==> config.mk <==
export PLATFORM = sky130hd
export DESIGN_NAME = cgra_kernel_scheduler
export DESIGN_NICKNAME = d
export VERILOG_FILES = /design/src/rtl/cgra_kernel_scheduler.sv
export SDC_FILE = /design/constraint.sdc
export NUM_CORES = 1
export LEC_CHECK = 0
export BUFFER_PORTS_ARGS = -buffer_cell sky130_fd_sc_hd__buf_2
export CAP_MARGIN = 20
export CORE_UTILIZATION = 47
export CTS_CLUSTER_DIAMETER = 200
export DETAILED_ROUTE_END_ITERATION = 8
export PLACE_DENSITY_LB_ADDON = 0.12
export SYNTH_ARGS = -nofsm -noshare
export SYNTH_HDL_FRONTEND = slang
export SYNTH_SLANG_ARGS = --single-unit
export TNS_END_PERCENT = 50
==> constraint.sdc <==
create_clock -name clk_i -period 3.3 [get_ports clk_i]
set_input_delay 0.165 -clock clk_i [delete_from_list [all_inputs] [get_ports clk_i]]
set_output_delay 0.165 -clock clk_i [all_outputs]
set_load 0.01 [all_outputs]
==> src/rtl/cgra_kernel_scheduler.sv <==
// cgra_kernel_scheduler
// Queues CGRA kernel descriptors in a small FIFO and runs them back-to-back:
// configuration load (skipped when the bitstream is already resident), then
// input/output stream execution, then a completion record with tag and cycle
// count.
//
// Handshakes: a transfer happens on a rising edge where valid and ready are
// both high. Valid, once raised, is held with its payload stable until the
// transfer; ready may change freely and never depends on valid.
// desc_valid_i/desc_ready_o and cmpl_valid_o/cmpl_ready_i follow this rule.
module cgra_kernel_scheduler #(
  parameter int DEPTH = 4,
  parameter int TAG_W = 8
) (
  input  logic             clk_i,
  input  logic             rst_ni,
  input  logic             desc_valid_i,
  output logic             desc_ready_o,
  input  logic [31:0]      desc_cfg_addr_i,
  input  logic [15:0]      desc_cfg_size_i,
  input  logic [TAG_W-1:0] desc_tag_i,
  output logic [31:0]      data_config_addr_o,
  output logic [15:0]      data_config_size_o,
  output logic             execute_config_o,
  output logic             execute_input_o,
  output logic             execute_output_o,
  input  logic             data_config_done_i,
  input  logic             data_output_done_i,
  output logic             cmpl_valid_o,
  input  logic             cmpl_ready_i,
  output logic [TAG_W-1:0] cmpl_tag_o,
  output logic [31:0]      cmpl_cycles_o,
  input  logic             invalidate_cfg_i,
  input  logic             abort_i,
  output logic             clear_cgra_o,
  output logic             busy_o,
  output logic [15:0]      jobs_done_o,
  output logic [15:0]      cfg_skips_o
);

  localparam int PTR_W = (DEPTH > 1) ? $clog2(DEPTH) : 1;
  localparam int CNT_W = PTR_W + 1;
  localparam logic [CNT_W-1:0] FULL_CNT = CNT_W'(DEPTH);

  typedef enum logic [2:0] {
    S_IDLE       = 3'd0,
    S_CHECK      = 3'd1,
    S_CFG_START  = 3'd2,
    S_CFG_WAIT   = 3'd3,
    S_EXEC_START = 3'd4,
    S_EXEC_WAIT  = 3'd5,
    S_DONE       = 3'd6
  } state_t;

  state_t state_q;

  // Descriptor storage and bookkeeping
  logic [31:0]      addr_mem [DEPTH];
  logic [15:0]      size_mem [DEPTH];
  logic [TAG_W-1:0] tag_mem  [DEPTH];
  logic [PTR_W-1:0] wr_ptr_q;
  logic [PTR_W-1:0] rd_ptr_q;
  logic [CNT_W-1:0] count_q;
  logic             push;
  logic             pop;

  // Resident configuration tracking
  logic             cfg_loaded_q;
  logic [31:0]      last_addr_q;
  logic [15:0]      last_size_q;
  logic [TAG_W-1:0] cur_tag_q;
  logic             cfg_hit;

  // Full blocks a push even when a pop happens in the same cycle.
  assign desc_ready_o = (count_q < FULL_CNT);
  // Abort drops any push or pop offered in its cycle.
  assign push   = desc_valid_i & desc_ready_o & ~abort_i;
  assign pop    = (state_q == S_IDLE) & (count_q != '0) & ~abort_i;
  assign busy_o = (state_q != S_IDLE) | (count_q != '0);

  // A coincident invalidate forces a miss.
  assign cfg_hit = cfg_loaded_q & ~invalidate_cfg_i &
                   (data_config_addr_o == last_addr_q) &
                   (data_config_size_o == last_size_q);

  assign cmpl_tag_o = cur_tag_q;

  // Descriptor payload write port; no reset needed, occupancy is tracked by count_q.
  always_ff @(posedge clk_i) begin
    if (push) begin
      addr_mem[wr_ptr_q] <= desc_cfg_addr_i;
      size_mem[wr_ptr_q] <= desc_cfg_size_i;
      tag_mem[wr_ptr_q]  <= desc_tag_i;
    end
  end

  // FIFO pointers and occupancy; abort empties the queue.
  always_ff @(posedge clk_i or negedge rst_ni) begin
    if (!rst_ni) begin
      wr_ptr_q <= '0;
      rd_ptr_q <= '0;
      count_q  <= '0;
    end else if (abort_i) begin
      wr_ptr_q <= '0;
      rd_ptr_q <= '0;
      count_q  <= '0;
    end else begin
      if (push) wr_ptr_q <= wr_ptr_q + PTR_W'(1);
      if (pop)  rd_ptr_q <= rd_ptr_q + PTR_W'(1);
      case ({push, pop})
        2'b10:   count_q <= count_q + CNT_W'(1);
        2'b01:   count_q <= count_q - CNT_W'(1);
        default: count_q <= count_q;
      endcase
    end
  end

  // Job sequencer: state, registered pulses, completion record and counters.
  always_ff @(posedge clk_i or negedge rst_ni) begin
    if (!rst_ni) begin
      state_q            <= S_IDLE;
      cfg_loaded_q       <= 1'b0;
      last_addr_q        <= '0;
      last_size_q        <= '0;
      cur_tag_q          <= '0;
      data_config_addr_o <= '0;
      data_config_size_o <= '0;
      execute_config_o   <= 1'b0;
      execute_input_o    <= 1'b0;
      execute_output_o   <= 1'b0;
      cmpl_valid_o       <= 1'b0;
      cmpl_cycles_o      <= '0;
      clear_cgra_o       <= 1'b0;
      jobs_done_o        <= '0;
      cfg_skips_o        <= '0;
    end else begin
      execute_config_o <= 1'b0;
      execute_input_o  <= 1'b0;
      execute_output_o <= 1'b0;
      clear_cgra_o     <= 1'b0;
      if (abort_i) begin
        state_q      <= S_IDLE;
        cfg_loaded_q <= 1'b0;
        cmpl_valid_o <= 1'b0;
        clear_cgra_o <= 1'b1;
      end else begin
        // Job latency runs from CHECK up to the DONE entry, saturating.
        if ((state_q != S_IDLE) && (state_q != S_DONE) && (cmpl_cycles_o != '1)) begin
          cmpl_cycles_o <= cmpl_cycles_o + 32'd1;
        end
        case (state_q)
          S_IDLE: begin
            if (pop) begin
              data_config_addr_o <= addr_mem[rd_ptr_q];
              data_config_size_o <= size_mem[rd_ptr_q];
              cur_tag_q          <= tag_mem[rd_ptr_q];
              cmpl_cycles_o      <= '0;
              state_q            <= S_CHECK;
            end
          end
          S_CHECK: begin
            if (cfg_hit) begin
              cfg_skips_o      <= cfg_skips_o + 16'd1;
              execute_input_o  <= 1'b1;
              execute_output_o <= 1'b1;
              state_q          <= S_EXEC_START;
            end else begin
              execute_config_o <= 1'b1;
              state_q          <= S_CFG_START;
            end
          end
          S_CFG_START: state_q <= S_CFG_WAIT;
          S_CFG_WAIT: begin
            if (data_config_done_i) begin
              last_addr_q      <= data_config_addr_o;
              last_size_q      <= data_config_size_o;
              cfg_loaded_q     <= 1'b1;
              execute_input_o  <= 1'b1;
              execute_output_o <= 1'b1;
              state_q          <= S_EXEC_START;
            end
          end
          S_EXEC_START: state_q <= S_EXEC_WAIT;
          S_EXEC_WAIT: begin
            if (data_output_done_i) begin
              cmpl_valid_o <= 1'b1;
              state_q      <= S_DONE;
            end
          end
          S_DONE: begin
            if (cmpl_ready_i) begin
              cmpl_valid_o <= 1'b0;
              jobs_done_o  <= jobs_done_o + 16'd1;
              state_q      <= S_IDLE;
            end
          end
          default: state_q <= S_IDLE;
        endcase
        // Invalidate overrides a load completing in the same cycle.
        if (invalidate_cfg_i) cfg_loaded_q <= 1'b0;
      end
    end
  end

endmodule

==> summary.md, run 1 <==
| Metric | Value |
|---|---|
| P&R area growth vs syn | 21.5% |
| Final cell count without fillers | 1,753 |
| Reg-to-Reg End | cfg_skips_o[6] |
| Initial Util | a little under half |
| Hold_buf cts | about 60 |
| RSZ-0062 raised after global routing | false |
| Worst path most repeated cell | nor4_1 |
| Fmax | roughly 0.40 GHz |
| Final setup vio count | 0 |
| Worst setup startpoint | data_config_addr_o[14] |
| Worst Hold Slack | 0.0582 ns |
| CTS tree | built |
| CP arrival | around 2.9 ns |
| Post-synth net total | 1,062 |
| Crit path largest cell delay | approximately 0.43 ns |
| CP max FO | 9 |
| R2R setup slack | ~0.83 ns |
| R2R Path Start | data_config_addr_o[14] |
| Cells along the critical path | xnor2_1, nand4_1, nor4_1, nand3_1, buf_4, nor4_1, xor2_1 |
| Clk root buf | clkbuf_16 |
| Total CTS buffers | 43 |
| WL final | about 34 mm |
| Total GRT Usage | 19.7% |
| Ys Warns | 0 |
| Clock-pin transition on the worst setup and hold timing paths | around 0.060 ns |
| Post-route DRC | 0 |
| Via count | between 9k and 10k |
| VDD IR-drop max | approximately 570 uV |
| Synthesized instance count | between 900 and 1k |
| Setup crit end kind | flip-flop |
| Layout Skew | roughly 0.017 ns |
| Remaining Overflow, GRT | 0 |
| Antenna violations before repair | 0 |
| WS Path Type | reg2reg |
| Post_cts resized | 0 |
| Hold WC Path Type | in2reg |
| Core footprint | 34,600 um2 |
| IO buf count | between 150 and 200 |
| Routed Antenna Nets | 0 |
| Pin count of the biggest net entering global routing | between 90 and 100 |
| Avg Synthesized Cell Area | 16.7 um2 |
| First-pass GRT wire length | between 50 and 60 mm |
| Synthesis-stage register bit count | roughly 400 |
| Area of the mapped netlist | about 17,000 um2 |
| Outcome | complete, no violations |
| N_diodes | 0 |
| Min Tclk post-route | 2.47 ns |
| Startpoint class of the critical path | flip-flop |
| Wire per inst | ~20 um |
| Die Ht | between 150 and 200 um |
| Critical path endpoint | cfg_skips_o[6] |
| Vias per cell | 5.29 |
| Cell at the slowest stage of the critical path | nand3_1 |
| Power Dens Cells | 759 nW/um2 |
| Netlist cell types | 55 |
| Iteration-0 DRC Markers | 481 |
| Postcts setup bufs | 0 |
| Boundary Pins | ~190 |
| Post-synthesis sequential area ratio | 68.2% |
| Total of max-cap violations | 0 |
| Main synth FF type | edfxtp_1 |
| Final nets | between 1k and 1.5k |
| Initial DRT Pass Iterations | 5 |
| EDFF count, synth | 224 |
| Hold path startpoint | cmpl_ready_i |
| Gpl congestion | roughly 0.8 |
| H-tree levels | 2 |
| Setup TNS | 0 ns |
| Worst Path Required | about 3.8 ns |
| Clock sink count | approximately 400 |
| Vias in the first global route | about 9.5k |
| Die area | about 36,000 um2 |
| Row count | 68 |
| CP top delay family | simple AND/OR/NAND/NOR gates |
| Slew @ Worst Pin | 0.834 ns |
| Buffer and inverter count on the worst path | 1 |
| Post-synth ARST share | approximately 45% |
| Max clock buf depth | 3 |
| Post-placement cell count | 1,613 |
| Max Slew Vio Count | 0 |
| Worst rel slew slack | 44.4% |
| Period utilization | 75.0% |
| Die X-Extent | 190 um |
| HPWL after DPL | around 21 mm |
| Leak pwr | 8.14 nW |
| Reg2Reg Depth | 7 |
| Critical path depth in cells | 7 |
| Final hold vios | 0 |
| Layout cells sized above 1 | between 30% and 40% |
| Worst-Skew Late Latency | between 0.5 and 0.6 ns |
registers in the layout, indices dropped and copies added, names as in the netlist, 8 cells and up:
register	cells
tag_mem	32
last_addr_q	32
size_mem	64
cfg_skips_o	16
data_config_addr_o	32
addr_mem	128
cmpl_tag_o	8
cmpl_cycles_o	32
jobs_done_o	16
last_size_q	16
data_config_size_o	16
through the flow:
step | setup WS, ns | total power [mW] | util (%) | cell area (um2)
final | 0.827 | 15.3 | 58.2 | 20100
after global routing | 0.719 | 16.1 | 58.2 | 20100
after CTS | 0.832 | 15.5 | 58.2 | 20100
after detailed placement | 0.834 | 10.8 | 52.4 | 18200
after global placement | 0.879 | 10.7 | 52.4 | 18200
after floorplan | 0.697 | 9.37 | - | 16600
synth_stat cells, types with 13 or more instances:
cell	count	area [um2]
nor2_1	50	188
nand3_1	21	105
mux4_2	56	1260
mux2_2	97	1090
o21ai_0	14	70.1
xor2_1	60	526
dfrtp_1	183	4580
clkbuf_1	13	48.8
xnor2_1	45	394
and3_1	20	125
edfxtp_1	224	6730
nand2_1	32	120
nand4_1	25	156
inv_1	15	56.3
buf_2	18	90.1
layout make-up:
cell class,instances,area (um2)
Clock buffer,59,1220
Tap cell,455,569
Sequential cell,407,11300
Clock inverter,20,159
Multi-Input combinational cell,528,5010
Fill cell,2739,14500
Timing Repair Buffer,269,1820
Inverter,15,56.3
per-layer routing:
layer,part of all wire (%),global-route usage (%)
met2,48,31.7
met4,1.8,4.99
met1,45,27.4
met5,0,0
met3,5.8,4.28
worst reg2reg max path, cell delays in order (launching register included):
cell and delay (ns):
dfrtp_1 0.41, xnor2_1 0.21, nand4_1 0.24, nor4_1 0.24, nand3_1 0.43, buf_4 0.36
nor4_1 0.34, xor2_1 0.17
cell usage in the layout, fill, tap and decap left out, types with 3 or more instances in the layout:
cell type,netlist,layout
a21oi_1,6,6
a221oi_1,3,3
a31oi_1,6,6
a41oi_1,3,3
and3_1,20,15
and3_2,0,5
and4_1,8,8
buf_12,0,9
buf_2,18,189
buf_4,7,9
clkbuf_1,13,9
clkbuf_16,0,44
clkbuf_8,0,7
clkinv_1,0,5
clkinv_2,0,11
dfrtp_1,183,181
dlygate4sd3_1,0,61
edfxtp_1,224,224
ha_1,7,7
inv_1,15,15
mux2_1,4,4
mux2_2,97,97
mux4_2,56,56
nand2_1,32,32
nand3_1,21,21
nand4_1,25,25
nand4b_1,3,3
nor2_1,50,50
nor3_1,10,10
nor4_1,11,11
nor4_2,9,9
nor4_4,3,3
o21ai_0,14,14
or3_1,4,4
xnor2_1,45,45
xor2_1,60,60
where the power goes:
| group | switching (mW) | internal (mW) |
|---|---|---|
| Clock | 1.90 | 2.74 |
| Combinational | 1.72 | 1.82 |
| Sequential | 0.816 | 6.29 |
worst min path at each step:
stage / end / cells past startpoint
3_5_place_dp: data_config_addr_o[13] / 1
3_3_place_gp: data_config_addr_o[13] / 1
2_1_floorplan: cfg_loaded_q / 0
6_report: cmpl_valid_o / 4
5_1_grt: cmpl_valid_o / 4
4_1_cts: cmpl_valid_o / 4
kinds of logic (layout without fill, tap and decap cells):
group                      Yosys count  after routing  share of synthesized area (%)
adders and majority gates            8              8                          0.649
muxes                              158            158                           14.5
AOI/OAI and AO/OA                   46             46                           1.93
buffers and inverters               55            363                           1.59
xor gates and xnor gates           105            105                           5.55
and+or+nand+nor                    211            211                           7.52
DFF                                407            407                           68.2
Power figures use the tool's default switching activity.
==> run 2: changes to the inputs <==
Settings changed: ABC_AREA from default to 1.
Clock period 3.3 ns to 2.5 ns, I/O delays scaled along.
==> summary.md, run 2 <==
| Metric | Value |
|---|---|
| Final instance area | 21,900 um2 (+8.7%) |
| Wire per inst | 16.6 um (-15%) |
| Layout Skew | 0.0215 ns (+0.00456 ns) |
| Synth top area cells | edfxtp_1, dfrtp_1, nand2_1, o21ai_0, nor2_1 |
| H-tree levels | 2 (unchanged) |
| Vias in the first global route | 13.5k (+42%) |
| Layout cells sized above 1 | 14.3% (-20 points) |
| Final setup vio count | 0 (unchanged) |
| Postcts setup bufs | 0 (unchanged) |
| Post-synthesis sequential area ratio | 62.3% (-5.9 points) |
| Die X-Extent | 198 um (+4.6%) |
| Min Tclk post-route | 2.29 ns (-0.187 ns) |
| Register bank with the most flops | addr_mem |
| Initial Util | 47.9% (+0.070 points) |
| Worst Path Required | 2.99 ns (-0.77 ns) |
| Synthesized instance count | 1,920 (+94%) |
| Synth top area share | 37.1% (-3.5 points) |
| RSZ-0062 raised after global routing | false |
| Placement Setup Slack | 0.229 ns (-0.606 ns) |
| Hold WC Path Type | in2async |
| Fillers | 3,319 (+21%) |
| Final hold vios | 0 (unchanged) |
| WS Path Type | reg2reg |
| WL final | 45.4 mm (+32%) |
| Boundary Pins | 191 (unchanged) |
| Netlist cell types | 41 (-25%) |
| Final nets | 2,252 (+69%) |
| Reg-to-Reg End | cmpl_cycles_o[4] |
| Clock-pin transition on the worst setup and hold timing paths | 0.05 ns (about the same) |
| Post-synth net total | 1,992 (+88%) |
| M3 GR Usage | 5.00% (+0.72 points) |
| Max Slew Vio Count | 0 (unchanged) |
| Grt met2 use | 39.4% (+7.7 points) |
| Outcome | complete, no violations |
| R2R setup slack | 0.21 ns (-0.61 ns) |
| Post-synth top cells | nand2_1, o21ai_0, nor2_1, edfxtp_1, inv_1 |
| Pin count of the biggest net entering global routing | 97 (+5.4%) |
| Post-synth ARST share | 45.0% (unchanged) |
| Avg Synthesized Cell Area | 9.45 um2 (-44%) |
| Antenna violations before repair | 1 (+1) |
| Row count | 71 (+4.4%) |
| Total GRT Usage | 23.6% (+3.9 points) |
| Initial DRT Pass Iterations | 5 (unchanged) |
| IO buf count | 190 (unchanged) |
| First-pass GRT wire length | 71.6 mm (+32%) |
| VDD IR-drop max | 751 uV (+33%) |
| Die Ht | 198 um (+4.6%) |
| Max clock buf depth | 3 (unchanged) |
| Fmax | 0.437 GHz (+8.2%) |
| Leak pwr | 9.46 nW (+16%) |
| Total of max-cap violations | 0 (unchanged) |
| Vias per cell | 5.09 (-3.8%) |
| Reg2Reg Depth | 14 (+7) |
| Ys Warns | 0 (unchanged) |
| Slew @ Worst Pin | 0.912 ns (+0.0779 ns) |
| Area of the mapped netlist | 18,100 um2 (+9.4%) |
| Setup TNS | 0 ns (unchanged) |
| Total CTS buffers | 45 (+4.7%) |
| Largest regs | addr_mem: 128 flops, size_mem: 64 flops |
| Clk root buf | clkbuf_16 |
| Routed Antenna Nets | 0 (unchanged) |
| DP Area | 19,800 um2 (+9.3%) |
| Synthesis-stage register bit count | 407 (unchanged) |
| Startpoint class of the critical path | flip-flop |
| Period utilization | 91.4% (+16 points) |
| Max reg flops | 128 (unchanged) |
| Setup crit end kind | flip-flop |
| Post-placement cell count | 2,580 (+60%) |
| Worst-Skew Late Latency | 0.58 ns (+0.03 ns) |
| Setup WS post-layout | 0.214 ns (-0.613 ns) |
| Largest area contributor in the netlist | edfxtp_1 |
| Clock sink count | 407 (unchanged) |
| HPWL after DPL | 29.4 mm (+38%) |
| P&R area growth vs syn | 20.8% |
| EDFF count, synth | 224 (unchanged) |
| CTS tree | built |
| Commonest non-fill, non-tap cells in the layout | nand2_1, o21ai_0, nor2_1 |
| Iteration-0 DRC Markers | 803 (+67%) |
| Met1 GRT Util | 30.4% (+3.0 points) |
| Gpl congestion | 0.862 (+9.9%) |
| CP max FO | 16 (+7) |
| CP arrival | 2.78 ns (-0.15 ns) |
| Remaining Overflow, GRT | 0 (unchanged) |
| Via count | 13.9k (+50%) |
| R2R Path Start | cmpl_cycles_o[0] |
| Post-route DRC | 0 (unchanged) |
| Worst rel slew slack | 39.2% (-5.2 points) |
| Global routing's busiest layer | met2 |
| Final cell count without fillers | 2,729 (+56%) |
| Cell with the most instances after synthesis | nand2_1 |
| Power Dens Cells | 1050 nW/um2 (+38%) |
| Core footprint | 37,800 um2 (+9.3%) |
| Main synth FF type | edfxtp_1 |
| Die area | 39,400 um2 (+9.3%) |
| Most common cell after layout, fill and taps aside | nand2_1 |
==> run 2: repair_timing <==
action | CTS | global route
gates resized for setup | 0 | 1
endpoints found under the setup margin | 0 | 5
hold buffers | 64 | 0
endpoints found under the hold margin | 301 | 0
==> run 2: worst max path at each step <==
stage,start,end,cells after the start
after global placement,cmpl_cycles_o[0],cmpl_cycles_o[20],13
after detailed placement,cmpl_cycles_o[0],cmpl_cycles_o[16],13
after floorplan,abort_i,addr_mem[0][0],6
after global routing,cmpl_cycles_o[0],cmpl_cycles_o[4],14
after CTS,cmpl_cycles_o[0],cmpl_cycles_o[25],13
final,cmpl_cycles_o[0],cmpl_cycles_o[4],14
==> run 2: layout make-up <==
cell class | instances | area [um2] | share of cell area (%)
clock buffers | 64 | 1220 | 5.56
clock inverters | 20 | 198 | 0.903
diodes | 1 | 2.50 | 0.0114
repair buffers | 286 | 1970 | 8.98
flip-flops and latches | 407 | 11300 | 51.6
multi-input cells | 1228 | 5770 | 26.3
inverters | 212 | 796 | 3.63
well taps | 511 | 639 | 2.92
==> run 2: logic make-up after synthesis <==
| kind of cell | Yosys count | synth area share (%) |
|---|---|---|
| adders and majority gates | 8 | 0.593 |
| muxes | 1 | 0.0621 |
| and+or+nand+nor | 853 | 19.5 |
| buffers and inverters | 285 | 6.11 |
| DFF | 407 | 62.3 |
| xor gates and xnor gates | 40 | 1.93 |
| AOI/OAI and AO/OA | 326 | 9.45 |
==> run 2: per-layer routing <==
metal	part of all wire [%]	wire length (um)
met1	44	19800
met2	48	21600
met3	6.4	2900
met4	2.4	1080
met5	0	0
==> run 2: worst max-delay path, stage by stage (launching register included) <==
cell and delay (ns):
dfrtp_1 0.43, ha_1 0.23, nand3_1 0.09, inv_1 0.07, nand2_1 0.12, inv_1 0.07
nand2_1 0.11, nor2_2 0.05, nand2_1 0.11, nand2_2 0.22, inv_1 0.32, nand3_1 0.14
nand2_1 0.08, nand2_1 0.05, nor2_1 0.11
==> run 2: power by group <==
group | switching [mW] | leakage, nW | internal, mW | total, mW
Clock | 2.64 | 0.691 | 3.72 | 6.35
Combinational | 4.81 | 4.33 | 2.48 | 7.29
Sequential | 0.949 | 4.44 | 8.29 | 9.24
Total | 8.40 | 9.46 | 14.5 | 22.9
==> run 2: stage by stage <==
step / hold slack, ns / util (%) / total power, mW
after floorplan: -0.171 / - / 14.0
final: 0.169 / 57.9 / 22.9
after detailed placement: 0.208 / 52.4 / 16.6
after CTS: 0.168 / 57.9 / 23.1
after global placement: 0.211 / 52.4 / 16.5
after global routing: 0.222 / 57.9 / 24.4
==> run 3: changes to the inputs <==
Settings changed: CORE_ASPECT_RATIO from default to 1.4, CTS_BUF_LIST from default to sky130_fd_sc_hd__clkbuf_16.
==> summary.md, run 3 (synthesized netlist as in run 2, its figures left out) <==
| Metric | Value |
|---|---|
| Layout cells sized above 1 | 13.9% (-0.43 points) |
| Vias per cell | 5.12 (+0.62%) |
| Routed Antenna Nets | 0 (unchanged) |
| Initial DRT Pass Iterations | 5 (unchanged) |
| HPWL after DPL | 28.6 mm (-2.7%) |
| CP max FO | 11 (-5) |
| Min Tclk post-route | 2.16 ns (-0.129 ns) |
| Global routing's busiest layer | met2 |
| Iteration-0 DRC Markers | 873 (+8.7%) |
| Layout Utilization | 57.2% (-0.66 points) |
| VDD IR-drop max | 643 uV (-14%) |
| Worst Path Required | 2.98 ns (about the same) |
| Worst-Skew Late Latency | 0.55 ns (-0.03 ns) |
| Fmax | 0.464 GHz (+6.0%) |
| Cells along the critical path | xnor2_1, nand2_1, nor2_1, nand3_1, nor2_1, nand3_2, nor2_1, buf_4, nand3_1, nand2_1 |
| Commonest non-fill, non-tap cells in the layout | nand2_1, o21ai_0, nor2_1 |
| Post-placement cell count | 2,540 (-1.6%) |
| Largest regs | addr_mem: 128 flops, size_mem: 64 flops |
| Boundary Pins | 191 (unchanged) |
| Die area | 39,400 um2 (about the same) |
| Clock power frac | 26.3% (-1.5 points) |
| Initial Util | 47.9% (about the same) |
| Most common cell after layout, fill and taps aside | nand2_1 |
| Final nets | 2,245 (-0.31%) |
| Clock sink count | 407 (unchanged) |
| DP Area | 19,700 um2 (-0.52%) |
| CP arrival | 2.63 ns (-0.15 ns) |
| Startpoint class of the critical path | flip-flop |
| Total CTS buffers | 41 (-8.9%) |
| P&R area growth vs syn | 19.4% |
| Layout Skew | 0.0172 ns (-0.00428 ns) |
| RSZ-0062 raised after global routing | false |
| Setup TNS | 0 ns (unchanged) |
| Pin count of the biggest net entering global routing | 115 (+19%) |
| Worst path most repeated cell | nor2_1 |
| Antenna violations before repair | 0 (-1) |
| Final hold vios | 0 (unchanged) |
| Worst rel slew slack | 56.2% (+17 points) |
| Postcts setup bufs | 0 (unchanged) |
| Total power | 22.3 mW (-2.6%) |
| Setup WS post-layout | 0.343 ns (+0.129 ns) |
| Die Ht | 234 um (+18%) |
| Max clock buf depth | 3 (unchanged) |
| Final cell count without fillers | 2,679 (-1.8%) |
| M3 GR Usage | 4.32% (-0.68 points) |
| Internal Power | 14.1 mW (-2.9%) |
| WS Path Type | reg2reg |
| Total of max-cap violations | 0 (unchanged) |
| Final instance area | 21,600 um2 (-1.2%) |
| Final setup vio count | 0 (unchanged) |
| Setup crit end kind | flip-flop |
| Max reg flops | 128 (unchanged) |
| Hold WC Path Type | in2reg |
| Clock-pin transition on the worst setup and hold timing paths | 0.06 ns (about the same) |
| Power Dens Cells | 1030 nW/um2 (-1.4%) |
| Via count | 13.7k (-1.2%) |
| Sw Pwr | 8.22 mW (-2.1%) |
| Slew @ Worst Pin | 0.657 ns (-0.255 ns) |
| Remaining Overflow, GRT | 0 (unchanged) |
| First-pass GRT wire length | 71.6 mm (about the same) |
| Fillers | 3,379 (+1.8%) |
| Worst Hold Slack | 0.0600 ns (-0.109 ns) |
| Gpl congestion | 0.878 (+1.8%) |
| Sequential share of power | 41.1% (+0.7 points) |
| Cell at the slowest stage of the critical path | dfrtp_1 |
| N_diodes | 0 (-1) |
| Placement Setup Slack | 0.285 ns (+0.0565 ns) |
| Post-route DRC | 0 (unchanged) |
| Combinational Power Share | 32.7% (+0.8 points) |
| H-tree levels | 2 (unchanged) |
| Met1 GRT Util | 28.4% (-2.0 points) |
| Switch share | 36.9% (+0.19 points) |
| Max Slew Vio Count | 0 (unchanged) |
| Outcome | complete, no violations |
| Period utilization | 86.3% (-5.2 points) |
| Vias in the first global route | 13.5k (unchanged) |
| Grt met2 use | 42.0% (+2.7 points) |
| CTS tree | built |
| IO buf count | 190 (unchanged) |
| Wire per inst | 16.6 um (about the same) |
| Row count | 84 (+18%) |
| Core footprint | 37,800 um2 (about the same) |
| Crit path largest cell delay | 0.41 ns (-0.02 ns) |
| Register bank with the most flops | addr_mem |
| Die X-Extent | 168 um (-15%) |
| Total GRT Usage | 23.3% (-0.26 points) |
| WL final | 44.6 mm (-1.8%) |
| Clk root buf | clkbuf_16 |
| Leak pwr | 9.42 nW (-0.41%) |
[run 3: changes by cell type in the layout (fill, tap and decap cells not counted), moves of 2 or more]
cell	previous run	this run
clkinv_2	7	3
clkinv_4	0	2
buf_12	10	7
clkbuf_8	3	1
clkinvlp_4	0	2
clkbuf_1	17	0
clkinv_1	7	10
inv_1	208	222
clkinv_8	2	0
clkbuf_16	45	43
[run 3: layout make-up]
cell class              instances  area [um2]  share of cell area [%]
clock buffers                  43        1080                    4.97
well taps                     473         592                    2.73
multi-input cells            1228        5770                    26.7
flip-flops and latches        407       11300                    52.2
repair buffers                283        1900                    8.79
clock inverters                33         203                   0.936
inverters                     212         796                    3.68
[run 3: repair_timing]
item | in CTS | in global routing
endpoints found under the hold margin | 367 | 0
endpoints found under the setup margin | 0 | 6
gates resized for setup | 0 | 1
hold buffers | 63 | 0
[run 3: path summary, 6_finish.rpt]
kind	cells after the start	to	slack [ns]	start
setup / recovery	10	cfg_skips_o[8]	0.34	data_config_size_o[2]
setup reg to reg	10	cfg_skips_o[8]	0.34	data_config_size_o[2]
hold reg to reg	1	jobs_done_o[15]	0.47	jobs_done_o[15]
hold / removal	6	cmpl_valid_o	0.06	data_output_done_i
max in group asynchronous	4	rd_ptr_q[0]	1.57	rst_ni
min in group asynchronous	2	jobs_done_o[5]	0.11	rst_ni
[run 3: routing by layer]
metal  up-vias  part of all wire, %
li1       6846                    -
met1      6509                   42
met2       296                   50
met3        65                  5.2
met4         0                  2.3
met5         -                    0
[run 3: worst max-delay path, delay by kind of cell (launching register included)]
kind | cells | cell delay (ns)
flip-flops | 1 | 0.41
buffers and inverters | 1 | 0.19
AND/OR/NAND/NOR | 8 | 1.08
XOR/XNOR | 1 | 0.38
[run 3: power by group through the flow]
stage / registers [mW] / clock network, mW / logic (mW)
2_1_floorplan: 9.35 / 0 / 4.69
3_3_place_gp: 9.23 / 0 / 7.23
3_5_place_dp: 9.29 / 0 / 7.32
4_1_cts: 9.16 / 6.00 / 7.44
5_1_grt: 9.31 / 6.26 / 8.42
6_report: 9.16 / 5.86 / 7.28
